`src/rtl/node_pkg.sv`:
```
// Shared types and sizing for the MAC node sequencer.
package node_pkg;

  localparam int MAX_IN    = 64;
  localparam int CNT_W     = 7;
  localparam int MAX_NODES = 8;
  localparam int NODE_W    = 3;
  localparam int PIPE_LAT  = 2;
  localparam int OUT_W     = 3;

  // Drain timer only needs to count 0..PIPE_LAT-1.
  localparam int DRN_W = (PIPE_LAT > 1) ? $clog2(PIPE_LAT) : 1;

  typedef enum logic [2:0] {
    ST_IDLE,
    ST_CLEAR,
    ST_ACCUM,
    ST_DRAIN,
    ST_CAPTURE,
    ST_DONE
  } node_ctrl_state_t;

endpackage

```
`src/rtl/node_ctrl_cnt.sv`:
```
// Loadable up-counter with clear, enable and a terminal-value flag.
// Rolls over to zero when enabled while sitting at last_val.
module node_ctrl_cnt #(
  parameter int W = 4
) (
  input  logic         clk,
  input  logic         n_rst,
  input  logic         clr,
  input  logic         load,
  input  logic [W-1:0] load_val,
  input  logic         en,
  input  logic [W-1:0] last_val,
  output logic [W-1:0] cnt,
  output logic         at_last
);

  assign at_last = (cnt == last_val);

  // Count register: clear beats load beats increment.
  always_ff @(posedge clk) begin
    if (!n_rst)    cnt <= '0;
    else if (clr)  cnt <= '0;
    else if (load) cnt <= load_val;
    else if (en)   cnt <= at_last ? '0 : cnt + W'(1);
  end

endmodule

```
`src/rtl/node_ctrl.sv`:
```
// Sequencer for one MAC node: per output node it clears the accumulator,
// streams input indices, waits out the datapath pipeline and hands the
// result to the consumer; loops over all nodes then pulses done.
//
// state   | meaning
// IDLE    | waiting for go, outputs quiet
// CLEAR   | one cycle of accumulator clear
// ACCUM   | start high, cnt_val walks 0..num_inputs-1
// DRAIN   | PIPE_LAT cycles for the last product to reach node_out
// CAPTURE | res_valid high with registered result until res_ready
// DONE    | one-cycle done pulse
module node_ctrl
  import node_pkg::*;
(
  input  logic                      clk,
  input  logic                      n_rst,
  input  logic                      go,
  input  logic                      abort,
  input  logic [CNT_W-1:0]          num_inputs,
  input  logic [NODE_W:0]           num_nodes,
  input  logic [OUT_W-1:0]          node_out,
  input  logic                      res_ready,
  output logic                      start,
  output logic                      reset_acc,
  output logic [CNT_W-1:0]          cnt_val,
  output logic [NODE_W+CNT_W-2:0]   coef_addr,
  output logic                      res_valid,
  output logic [NODE_W-1:0]         res_node,
  output logic [OUT_W-1:0]          res_data,
  output logic                      busy,
  output logic                      done,
  output logic                      err
);

  node_ctrl_state_t state, state_nxt;

  logic [CNT_W-1:0]  num_in_q;
  logic [NODE_W:0]   num_nodes_q;
  logic [NODE_W-1:0] node_idx;
  logic [NODE_W-1:0] res_node_q;
  logic [OUT_W-1:0]  res_data_q;
  logic              err_q;
  logic [CNT_W-1:0]  cnt;
  logic              cnt_last;
  logic [DRN_W-1:0]  drn_cnt;
  logic              drn_last;
  logic              cfg_ok;
  logic              node_last;

  assign cfg_ok = (num_inputs != '0) && (num_inputs <= CNT_W'(MAX_IN)) &&
                  (num_nodes != '0) && (num_nodes <= (NODE_W+1)'(MAX_NODES));

  assign node_last = (({1'b0, node_idx} + (NODE_W+1)'(1)) == num_nodes_q);

  // Input index: zeroed in CLEAR, stops on the last index so DRAIN shows it.
  node_ctrl_cnt #(.W(CNT_W)) u_cnt (
    .clk      (clk),
    .n_rst    (n_rst),
    .clr      (state == ST_IDLE),
    .load     (state == ST_CLEAR),
    .load_val ('0),
    .en       ((state == ST_ACCUM) && !cnt_last),
    .last_val (num_in_q - CNT_W'(1)),
    .cnt      (cnt),
    .at_last  (cnt_last)
  );

  node_ctrl_cnt #(.W(DRN_W)) u_drn (
    .clk      (clk),
    .n_rst    (n_rst),
    .clr      (state != ST_DRAIN),
    .load     (1'b0),
    .load_val ('0),
    .en       (state == ST_DRAIN),
    .last_val (DRN_W'(PIPE_LAT - 1)),
    .cnt      (drn_cnt),
    .at_last  (drn_last)
  );

  // State register.
  always_ff @(posedge clk) begin
    if (!n_rst) state <= ST_IDLE;
    else        state <= state_nxt;
  end

  // Next-state logic; abort overrides everything outside IDLE.
  always_comb begin
    state_nxt = state;
    if (abort && (state != ST_IDLE)) begin
      state_nxt = ST_IDLE;
    end else begin
      case (state)
        ST_IDLE:    if (go && !abort && cfg_ok) state_nxt = ST_CLEAR;
        ST_CLEAR:   state_nxt = ST_ACCUM;
        ST_ACCUM:   if (cnt_last) state_nxt = ST_DRAIN;
        ST_DRAIN:   if (drn_last) state_nxt = ST_CAPTURE;
        ST_CAPTURE: if (res_ready) state_nxt = node_last ? ST_DONE : ST_CLEAR;
        ST_DONE:    state_nxt = ST_IDLE;
        default:    state_nxt = ST_IDLE;
      endcase
    end
  end

  // Config latch, node index, result capture and the error pulse.
  always_ff @(posedge clk) begin
    if (!n_rst) begin
      num_in_q    <= '0;
      num_nodes_q <= '0;
      node_idx    <= '0;
      res_node_q  <= '0;
      res_data_q  <= '0;
      err_q       <= 1'b0;
    end else begin
      err_q <= (state == ST_IDLE) && go && !abort && !cfg_ok;
      if ((state == ST_IDLE) && (state_nxt == ST_CLEAR)) begin
        num_in_q    <= num_inputs;
        num_nodes_q <= num_nodes;
        node_idx    <= '0;
      end else if ((state == ST_CAPTURE) && (state_nxt == ST_CLEAR)) begin
        node_idx <= node_idx + NODE_W'(1);
      end
      if ((state == ST_DRAIN) && (state_nxt == ST_CAPTURE)) begin
        res_data_q <= node_out;
        res_node_q <= node_idx;
      end
    end
  end

  // Outputs decoded from state; index and result buses read zero when unused.
  always_comb begin
    start     = 1'b0;
    reset_acc = 1'b0;
    cnt_val   = '0;
    coef_addr = '0;
    res_valid = 1'b0;
    res_node  = '0;
    res_data  = '0;
    busy      = (state != ST_IDLE);
    done      = 1'b0;
    err       = err_q;
    case (state)
      ST_CLEAR: reset_acc = 1'b1;
      ST_ACCUM: begin
        start     = 1'b1;
        cnt_val   = cnt;
        coef_addr = {node_idx, cnt[CNT_W-2:0]};
      end
      ST_DRAIN: begin
        cnt_val   = cnt;
        coef_addr = {node_idx, cnt[CNT_W-2:0]};
      end
      ST_CAPTURE: begin
        res_valid = 1'b1;
        res_node  = res_node_q;
        res_data  = res_data_q;
      end
      ST_DONE: done = 1'b1;
      default: ;
    endcase
  end

endmodule
```
`config.mk`:
```
export PLATFORM = sky130hd
export DESIGN_NAME = node_ctrl
export DESIGN_NICKNAME = d
export VERILOG_FILES = /design/src/rtl/node_pkg.sv /design/src/rtl/node_ctrl_cnt.sv /design/src/rtl/node_ctrl.sv
export SDC_FILE = /design/constraint.sdc
export NUM_CORES = 1
export LEC_CHECK = 0
export ABC_AREA = 1
export BUFFER_PORTS_ARGS = -buffer_cell sky130_fd_sc_hd__clkbuf_2
export CAP_MARGIN = 10
export CORE_MARGIN = 4
export CORE_UTILIZATION = 30
export CTS_CLUSTER_SIZE = 10
export DETAILED_ROUTE_END_ITERATION = 10
export MAX_ROUTING_LAYER = met4
export PLACE_DENSITY_LB_ADDON = 0.12
export SLEW_MARGIN = 20
export SYNTH_ARGS = -nofsm -noshare
export SYNTH_HDL_FRONTEND = slang
export SYNTH_SLANG_ARGS = --single-unit
```
`constraint.sdc`:
```
create_clock -name clk -period 1.59 [get_ports clk]
set_input_delay 0.159 -clock clk [delete_from_list [all_inputs] [get_ports clk]]
set_output_delay 0.159 -clock clk [all_outputs]
set_load 0.01 [all_outputs]
```
== Word level (Yosys, flattened, before mapping) ==
Index checks and enable logic that the tools add are counted.
Storage, ports and cells
  RAM bits: 0
  bits in read-only memories: 0
  logic and storage cells: 68
  memories kept: 0
  bits in latches: 0
  input bits: 19
  flip-flop bits (word level): 32
  output and inout bits: 28
Cells by class
  equal/unequal tests: 10
  multiplexer cells: 17
  shifts and indexed selects: 0
  reductions and logical operators: 24
  bitwise logic cells: 1
  multipliers: 0
  $add $sub $neg: 5
  div/mod/pow operators: 0
  $lt $le $gt $ge: 2
Operators by type and width (count)
  two-way mux 3 bit: 8
  one-hot mux 3 bit (5 select lines): 1
  two-way mux 7 bit: 2
  logical AND 1 bit: 13
  == test 3 bit, second input constant: 3
  two-way mux 9 bit: 1
  adder 7 x 1 -> 7 bit, second input constant: 1
  == test 7 bit: 1
  <= comparator 7 bit, second input constant: 1
  nonzero test 7 bit: 1
  subtractor 7 x 1 -> 7 bit, second input constant: 1
  == test 3 x 1 -> 1 bit, second input constant: 2
  == test 3 x 2 -> 1 bit, second input constant: 2
  OR reduction 2 bit: 3
  two-way mux 1 bit: 5
  adder 3 x 1 -> 4 bit, second input constant: 1
  == test 4 bit: 1
  <= comparator 4 bit, second input constant: 1
  nonzero test 4 bit: 1
  adder 3 x 1 -> 3 bit, second input constant: 1
  zero test 1 bit: 3
  zero test 3 bit: 1
  inequality test 3 x 2 -> 1 bit, second input constant: 1
  nonzero test 3 bit: 1
  other kinds (3): 3

== Logic depth before layout (Yosys ltp) ==
Gate-level depths: netlist (run 1).
  depth after elaboration: 11
  gate-level depth with buffers: 16
  depth with buffers taken out: 16

== Cells and area by module ==
From an unflattened synthesis (run 1), not the netlist that was laid out.
Unflattened totals
  cells, all modules: 330
  area, all modules: 2075.7 um^2
Modules (own cells, without submodules)
  node_ctrl: times used 1, sequential area each 480.5 um^2, area an instance 1480.2 um^2, cells an instance 235
  node_ctrl_cnt at u_cnt: times used 1, sequential area each 140.1 um^2, area an instance 515.5 um^2, cells an instance 81
  node_ctrl_cnt at u_drn: times used 1, sequential area each 20.0 um^2, area an instance 80.1 um^2, cells an instance 14

== Worst setup path before layout (run 1) ==
Ideal clock, no wire load.
  path kind: register -> register
  start point: reg num_in_q[0]
  end point: reg node_idx[0]
  clock period less this slack: 1767 ps
  setup time: 113 ps
  setup slack: -177 ps
  data required time: 1477 ps
  data arrival time: 1654 ps
  stages on the path, launching flop included: 15
  buffers on the path: 0
  path through: dfxtp_1 inv_1 ha_1 nand2_1 inv_1 nor2_1 nand2_1 nor2_1 nand2_2 nor2_2 nand3_2 a21oi_2 nand4_1 nand2_1 nor2_1
Between the ends
  longest elaborated chain between the ends: 8
  elaborated cells between the ends (all ways): 9
  classes of those cells: add/sub: 1; eq/ne: 2; mux: 3; reduce/logical: 3
Ends and longest elaborated chain
  start, declared: RTL line node_ctrl.sv:37  | logic [CNT_W-1:0] num_in_q;
  start signal, assigned: RTL line node_ctrl.sv:116  | num_in_q <= num_inputs;
  subtractor 7 x 1 -> 7 bit *: RTL line node_ctrl.sv:63  | .last_val (num_in_q - CNT_W'(1)),
  == test 7 bit *: RTL line node_ctrl_cnt.sv:17  | assign at_last = (cnt == last_val);
  two-way mux 3 bit *: RTL line node_ctrl.sv:95  | ST_ACCUM: if (cnt_last) state_nxt = ST_DRAIN;
  one-hot mux 3 bit (5 select lines) *: RTL line node_ctrl.sv:92  | case (state)
  two-way mux 3 bit *: RTL line node_ctrl.sv:89  | if (abort && (state != ST_IDLE)) begin
  == test 3 x 1 -> 1 bit *: RTL line node_ctrl.sv:115, node_ctrl.sv:119
  logical AND 1 bit: RTL line node_ctrl.sv:115  | if ((state == ST_IDLE) && (state_nxt == ST_CLEAR)) begin
  OR reduction 2 bit (no source line)
  end signal, assigned: RTL line node_ctrl.sv:120  | node_idx <= node_idx + NODE_W'(1);
  end, declared: RTL line node_ctrl.sv:39  | logic [NODE_W-1:0] node_idx;
Every way passes the cells marked *; elsewhere a longest branch is shown, timed or not.
A chain may end at the register's enable or synchronous reset.

== Worst setup path in the final report (run 1) ==
  start point: reg num_in_q[0]
  end point: reg node_idx[1]
The elaborated chain is that of the path after synthesis.

==> impl_metrics.ini, run 1 <==
[global_route]
grt_pass1_vias = 1887
grt_pass1_wl_um = 8770
grt_max_degree = 18
busiest_layer = met2
antenna_found_initial = 0
grtUsageMet2 = 0.198
met1_usage = 0.181
overflow = 0
grtUsageMet3 = 0.0326
grtUsageTotal = 0.135

[floorplan]
core_sq_mm = 0.00646
rows = 29
ios = 47
design.die.area_sq_mm = 0.00812
die_y_um = 90.1
die_w_um = 90.1
start_util = 0.313

[sta]
min_period_ns = 1.76
fin_crit_sh = 1.10
skew_ns = 0.00661
slew_headroom = 0.711
rsz0062_at_grt = true
worst_slew_pin_slew_ns = 0.429
setup_viol = 11
report.final.slew_viol_count = 0
fmax_mhz = 569
layout_setup_ws_ns = -0.166
finalHoldViolCount = 0

[final_layout]
nFillCells = 718
ff_latch_area_sq_um = 647
multiInputGateArea_sq_mm = 0.00121
final_layout_size_suffix_gt1_frac = 0.388
n_antenna_cell = 0
final_cells = 461
fin_nets = 405
syn_to_final_growth_pct = 36.4

[pwr]
power.density_mw_per_mm2 = 622
total_power_mw = 1.72
p_leak_nw = 1.26
ir_drop_mv = 0.292

[logic_synthesis]
yosysSeqAreaShare = 0.317
ys.flop_type = dfxtp_1
synth.most_common_cell = nand2_1
synth.area.top_cells = dfxtp_1 32%, nand2_1 9.8%, nor2_1 9.6%
yosys.area_share.simple = 0.393
synth_compound_area_frac = 0.109
synth_edf_count = 0
syn_avg_cell_area_sq_um = 6.57
synth_xor_area_frac = 0.0216
synthesis.area_sq_mm = 0.00202
yosysTopAreaCell = dfxtp_1
synth_top_family_by_area = simple AND/OR/NAND/NOR gates
synth_cells = 308
muxShareOfSynthArea = 0
yosysTopAreaCellShare = 0.317
async_flop_share = 0
yosysWarnings = 0
synth_nets = 330
synth_commonest_cells = 53 x nand2_1, 52 x nor2_1, 43 x inv_1
synth_adder_area_share = 0.0186
ys_types = 34
ys_ff_latch = 32

[clock_tree]
holdBufCountCts = 0
cts_buffers = 5
cts-root-buf = clkbuf_8
clk_pin_slew_worst_paths_ns = 0.07
clkSinkCount = 32
cts_buffer_depth = 2
worstSkewPairLatency_ns = 0.29
cts_tree = done
htreeDepth = 2

[detailed_routing]
wl_per_cell_um = 11.1
firstDrtPassIters = 4
num_vias = 2034
drt_iter0_drc = 62
wl_um = 5140
final_antenna_net_count = 0
avgViaCountPerCell = 4.41
remaining_drc_errors = 0

[critical_path]
cp-start-kind = flip-flop
crit_arrival_ns = 1.98
critical_path_class = reg -> reg
crit_fanout = 3
endpoint_kind = flip-flop
required_ns = 1.81

[flow_run]
cap_violations = 0

[placed_design]
post-place-cells = 450
detailedPlace.worstSlack_ns = -0.195
dp_hpwl_um = 4050
portBuffers = 46
gp_congestion = 0.846

[status]
status = complete, but fails checks
violations = negative setup slack

[worst_hold_path]
hp-class = in -> reg
state kept, by name, summed over array words and instances (netlist names), 3 cells and up:
name	cells
node_idx	3
num_in_q	7
num_nodes_q	4
res_data_q	3
res_node_q	3
state	3
u_cnt.cnt	7
critical path: stages, from the launching register on:
cell and delay, ns:
dfxtp_2 0.33, inv_2 0.05, ha_4 0.23, nand2_2 0.06
inv_2 0.03, nor2_1 0.07, nand2_1 0.07, nor2_2 0.12
nand2_2 0.07, nor2_4 0.12, nand3_4 0.11, nand2_4 0.08
nand3_4 0.07, nor2_4 0.13, nor2_1 0.06, nor2_1 0.10
area by class of cell:
type	instances	area share
Inverter	57	0.0793
Multi-Input combinational cell	208	0.438
Tap cell	77	0.0349
Timing Repair Buffer	79	0.180
Sequential cell	32	0.234
Clock buffer	8	0.0326
where the power goes:
part	switching (mW)	leakage (nW)	internal [mW]
clock network	0.319	0.0455	0.354
logic	0.125	0.954	0.0951
registers	0.0102	0.261	0.815
layer usage:
metal	wire length (um)	share of wire	vias up
met4	68	0.013	0
met2	2280	0.44	41
li1	-	-	1096
met3	223	0.043	6
met5	0	0	-
met1	2570	0.50	891
stage by stage:
stage / area, sq um / utilization / hold slack [ns] / setup TNS, ns
6_report: 2760 / 0.427 / 0.124 / -1.19
5_1_grt: 2760 / 0.427 / 0.123 / -2.86
4_1_cts: 2670 / 0.413 / 0.122 / -1.13
3_3_place_gp: 2540 / 0.393 / 0.414 / -1.15
2_1_floorplan: 2040 / - / 0.294 / -0.230
3_5_place_dp: 2540 / 0.393 / 0.422 / -1.18
path summary, 6_finish.rpt:
kind                         startpoint                          to  slack (ns)  depth (start not counted)
min                       num_inputs[5]    num_in_q[5]$_SDFFE_PN0P_        0.12                          3
min reg2reg  res_data_q[1]$_SDFFE_PN0P_  res_data_q[1]$_SDFFE_PN0P_        0.45                          2
max            num_in_q[0]$_SDFFE_PN0P_    node_idx[1]$_SDFFE_PP0P_       -0.17                         15
max reg2reg    num_in_q[0]$_SDFFE_PN0P_    node_idx[1]$_SDFFE_PP0P_       -0.17                         15
placed cells by master, fill, tap and decap left out, types with 11 or more instances in the layout:
cell / instances
a21oi_1: 17
buf_4: 30
clkbuf_2: 46
dfxtp_1: 27
inv_1: 40
inv_2: 13
nand2_1: 48
nand3_1: 11
nor2_1: 48
o21ai_0: 14
cells by family (layout without fill, tap and decap cells):
logic type                 Yosys count  count (layout)
AOI/OAI and AO/OA                   43              43
adders and majority gates            3               3
buffers and inverters               68             144
and+or+nand+nor                    157             157
xor gates and xnor gates             5               5
DFF                                 32              32
what timing repair did:
item,CTS,global route
setup endpoints to repair,13,23
pin swaps,4,21
gates cloned,0,0
gates resized for setup,10,22
setup buffers,0,4
Power figures use the tool's default switching activity.
==> run 2, diff against run 1 <==
==> constraint.sdc (replaced) <==
create_clock -name clk -period 1.6 [get_ports clk]
set_input_delay 0.08 -clock clk [delete_from_list [all_inputs] [get_ports clk]]
set_output_delay 0.08 -clock clk [all_outputs]
set_load 0.02 [all_outputs]
==> run 2 against run 1 <==
Net effect: hold slack worse by 0.080 ns; final area down 1.8%; largest cell class unchanged; clock power down 1%; total power decreased by 1.3%; the flow still finishes with violations (negative setup slack).
==> impl_metrics.ini, run 2 (same netlist as run 1, synthesis figures left out) <==
[status]
status = complete, but fails checks
violations = negative setup slack

[floorplan]
start_util = 0.313
die_y_um = 90.1
design.die.area_sq_mm = 0.00812
die_w_um = 90.1
ios = 47
core_sq_mm = 0.00646
rows = 29

[global_route]
grt_pass1_vias = 1881
grt_pass1_wl_um = 8710
grt_max_degree = 18
overflow = 0
grtUsageTotal = 0.134
antenna_found_initial = 0

[pwr]
power.density_mw_per_mm2 = 625
ir_drop_mv = 0.351
p_leak_nw = 1.25

[detailed_routing]
remaining_drc_errors = 0
num_vias = 1988
drt_iter0_drc = 44
final_antenna_net_count = 0
avgViaCountPerCell = 4.34
wl_um = 5130
firstDrtPassIters = 4
wl_per_cell_um = 11.2

[final_layout]
ff_latch_area_sq_um = 646
final_cells = 458
n_antenna_cell = 0
multiInputGateArea_sq_mm = 0.00119
final_layout_size_suffix_gt1_frac = 0.383
final_cell_mix = 49 x nor2_1, 49 x nand2_1, 46 x clkbuf_2
final_util = 0.420
fin_area_sq_mm = 0.00271
fin_nets = 402
nFillCells = 687
largestRegisters = num_in_q: 7 flops, u_cnt.cnt: 7 flops, num_nodes_q: 4 flops
syn_to_final_growth_pct = 34.0

[sta]
min_period_ns = 1.74
finalHoldViolCount = 0
report.final.slew_viol_count = 0
rsz0062_at_grt = true
slew_headroom = 0.749
setup_viol = 11
fmax_mhz = 573
fin_crit_sh = 1.09
layout_setup_ws_ns = -0.145
skew_ns = 0.00922
worst_slew_pin_slew_ns = 0.373

[critical_path]
crit_arrival_ns = 1.93
critPathMaxStageDelay_ns = 0.34
endpoint_kind = flip-flop
required_ns = 1.79
path_cells = inv_4 -> ha_4 -> nand2_2 -> inv_1 -> nor2_1 -> nand2_1 -> nor2_2 -> nand2_2 -> nor2_4 -> nand3_4 -> a21oi_4 -> nand4_1 -> nand2_1 -> nor2_1
critical_path_class = reg -> reg
crit_fanout = 4
critPathSlowestCell = dfxtp_2
cp-start-kind = flip-flop

[clock_tree]
htreeDepth = 2
clk_pin_slew_worst_paths_ns = 0.08
worstSkewPairLatency_ns = 0.29
cts_buffer_depth = 2
cts_buffers = 5
clkSinkCount = 32
cts_tree = done
cts-root-buf = clkbuf_8
holdBufCountCts = 0

[flow_run]
cap_violations = 0

[placed_design]
dpl_cell_area_sq_mm = 0.00250
post-place-cells = 447
detailedPlace.worstSlack_ns = -0.208
dp_hpwl_um = 4080
gp_congestion = 0.838
portBuffers = 46

[worst_hold_path]
hp-class = in -> reg
-- run 2: final cells by class --
type,instances,area share
well taps,77,0.0355
clock buffers,6,0.0305
repair buffers,76,0.172
clock inverters,2,0.00369
multi-input cells,208,0.439
flip-flops and latches,32,0.238
inverters,57,0.0808
-- run 2: worst paths after layout --
check | startpoint | to | slack, ns | cells past startpoint
worst max-delay path | num_in_q[1]$_SDFFE_PN0P_ | node_idx[1]$_SDFFE_PP0P_ | -0.14 | 14
worst min-delay path | num_nodes[2] | num_nodes_q[2]$_SDFFE_PN0P_ | 0.04 | 3
worst max register to register | num_in_q[1]$_SDFFE_PN0P_ | node_idx[1]$_SDFFE_PP0P_ | -0.14 | 14
worst min register to register | res_data_q[1]$_SDFFE_PN0P_ | res_data_q[1]$_SDFFE_PN0P_ | 0.45 | 2
-- run 2: stage by stage --
stage	setup TNS, ns	total power [mW]	hold WS, ns
final	-1.20	1.69	0.0440
after global routing	-2.57	1.78	0.0437
after CTS	-1.07	1.72	0.0354
after detailed placement	-1.18	1.04	0.343
after global placement	-1.05	1.04	0.341
after floorplan	-0.196	0.971	0.215
-- run 2: repair_timing --
action	in CTS	in global routing
gates resized for setup	10	16
buffers inserted	0	4
endpoints found under the setup margin	14	23
pin swaps	13	19
-- run 2: where the power goes --
group          internal, mW  switching (mW)
clock network         0.343           0.318
logic                0.0885           0.125
registers             0.809          0.0102
total                  1.24           0.453
-- run 2: critical path: cells and delay by family (launching register included) --
family	cells	cell delay [ns]
adder cells (fa/ha/maj)	1	0.23
buffers and inverters	2	0.07
AO/OA/AOI/OAI	1	0.19
flip-flops	1	0.34
AND/OR/NAND/NOR	10	0.84
-- run 2: per-layer routing --
| metal | up-vias | GRT usage | routed length, um |
|---|---|---|---|
| met5 | - | - | 0 |
| met4 | 0 | 0.0383 | 46 |
| met3 | 4 | 0.0334 | 181 |
| met2 | 38 | 0.198 | 2220 |
| met1 | 855 | 0.182 | 2680 |
| li1 | 1091 | - | - |
==> run 3, diff against run 2 <==
--- a/config.mk
+++ b/config.mk
@@ -9,7 +9,7 @@
 export BUFFER_PORTS_ARGS = -buffer_cell sky130_fd_sc_hd__clkbuf_2
 export CAP_MARGIN = 10
 export CORE_MARGIN = 4
-export CORE_UTILIZATION = 30
+export CORE_UTILIZATION = 46
 export CTS_CLUSTER_SIZE = 10
 export DETAILED_ROUTE_END_ITERATION = 10
 export MAX_ROUTING_LAYER = met4
==> run 3 against run 2 <==
Net effect: the flow still finishes with violations (negative setup slack); clock skew down 0.0049 ns; sequential power about the same; die area down 32%; wire length down 7.6%; first-iteration DRC count up 130%; fmax up 2.9%; sequential cell count unchanged; via count up 1.4%; cell count down 6.6%; clock power down 0.6%; worst setup slack better by 0.049 ns; sequential share of layout area up 0.65 points; critical path type unchanged; highest routed layer unchanged.
==> impl_metrics.ini, run 3 (same netlist as run 1, synthesis figures left out) <==
[status]
status = complete, but fails checks
violations = negative setup slack

[detailed_routing]
drt_iter0_drc = 100
avgViaCountPerCell = 4.71
num_vias = 2016
wl_um = 4740
remaining_drc_errors = 0
wl_per_cell_um = 11.1
firstDrtPassIters = 4
final_antenna_net_count = 0

[sta]
min_period_ns = 1.70
timing.hold.ws_ns = 0.0346
setup_viol = 9
layout_setup_ws_ns = -0.0955
finalHoldViolCount = 0
report.final.slew_viol_count = 0
rsz0062_at_grt = true
slew_headroom = 0.780
setup_tns_ns = -0.559
worst_slew_pin_slew_ns = 0.327
fmax_mhz = 590
fin_crit_sh = 1.06
skew_ns = 0.00433

[clock_tree]
cts-root-buf = clkbuf_8
cts_buffers = 5
holdBufCountCts = 0
clkSinkCount = 32
cts_tree = done
clk_pin_slew_worst_paths_ns = 0.07
htreeDepth = 2
cts_buffer_depth = 2
worstSkewPairLatency_ns = 0.28

[final_layout]
final_cell_mix = 49 x nor2_1, 49 x nand2_1, 46 x clkbuf_2
final_layout_size_suffix_gt1_frac = 0.370
largestRegisters = num_in_q: 7 flops, u_cnt.cnt: 7 flops, num_nodes_q: 4 flops
fin_area_sq_mm = 0.00263
n_antenna_cell = 0
final_cells = 428
final_util = 0.638
syn_to_final_growth_pct = 29.9
fin_nets = 399

[pwr]
total_power_mw = 1.69
power.density_mw_per_mm2 = 643
p_leak_nw = 1.23
ir_drop_mv = 0.566

[global_route]
grtUsageTotal = 0.189
grt_max_degree = 18
overflow = 0
grt_pass1_wl_um = 7830
antenna_found_initial = 0
grt_pass1_vias = 1758

[placed_design]
dp_hpwl_um = 3630
gp_congestion = 0.818
portBuffers = 46
post-place-cells = 417
dpl_cell_area_sq_mm = 0.00245
detailedPlace.worstSlack_ns = -0.160

[floorplan]
die_y_um = 74.3
core_sq_mm = 0.00412
rows = 23
ios = 47
design.die.area_sq_mm = 0.00552
die_w_um = 74.3
start_util = 0.492

[critical_path]
cp_num_buf_inv = 2
critPathSlowestCell = dfxtp_2
crit_arrival_ns = 1.92
crit_fanout = 3
path_cells = inv_4 -> ha_4 -> nand2_2 -> inv_2 -> nor2_1 -> nand2_1 -> nor2_2 -> nand2_2 -> nor2_4 -> nand3_2 -> nand2_2 -> nand3_2 -> nor2_4 -> nor2_1 -> nor2_1
required_ns = 1.82
endpoint_kind = flip-flop
crit_family = simple AND/OR/NAND/NOR gates
critPathMaxStageDelay_ns = 0.34
critical_path_class = reg -> reg
cp-start-kind = flip-flop

[flow_run]
cap_violations = 0

[worst_hold_path]
hp-class = in -> reg
## run 3: changes by cell type in the layout (fill, tap and decap cells not counted), sizes merged
| cell | change |
|---|---|
| buf | -3 |
## run 3: metal layers
layer | routed length, um | vias up | part of all wire | global-route usage
met5 | 0 | - | 0 | -
met4 | 58 | 0 | 0.012 | 0.0593
met3 | 265 | 5 | 0.056 | 0.0365
met2 | 2000 | 47 | 0.42 | 0.282
met1 | 2420 | 870 | 0.51 | 0.259
li1 | - | 1094 | - | -
## run 3: what timing repair did
action | 4_1_cts | 5_1_grt
setup endpoints to repair | 11 | 24
pin swaps | 20 | 6
gates resized for setup | 10 | 9
setup buffers | 1 | 3
hold endpoints to repair | 0 | 0
cloned | 0 | 0
## run 3: final cells by class
cell class | count | area, sq um
fill | 401 | 1490
multi-input combinational | 208 | 1170
sequential | 32 | 643
timing repair buffer | 73 | 437
inverter | 57 | 219
clock buffer | 6 | 82.6
tap | 50 | 62.6
clock inverter | 2 | 10.0
## run 3: final timing paths
check	depth (start not counted)	start	slack, ns	endpoint
worst max-delay path	15	num_in_q[1]$_SDFFE_PN0P_	-0.1	node_idx[0]$_SDFFE_PP0P_
worst min-delay path	3	num_inputs[4]	0.03	num_in_q[4]$_SDFFE_PN0P_
worst max register to register	15	num_in_q[1]$_SDFFE_PN0P_	-0.1	node_idx[0]$_SDFFE_PP0P_
worst min register to register	2	res_data_q[1]$_SDFFE_PN0P_	0.45	res_data_q[1]$_SDFFE_PN0P_
## run 3: worst min-delay path: stages
cell	delay [ns]
clkbuf_2	0.09
nor2_1	0.04
nor2_1	0.08
## run 3: power by group
part           internal (mW)  leakage [nW]  switching (mW)
registers              0.809         0.259          0.0104
logic                 0.0895         0.922           0.121
clock network          0.343        0.0510           0.315
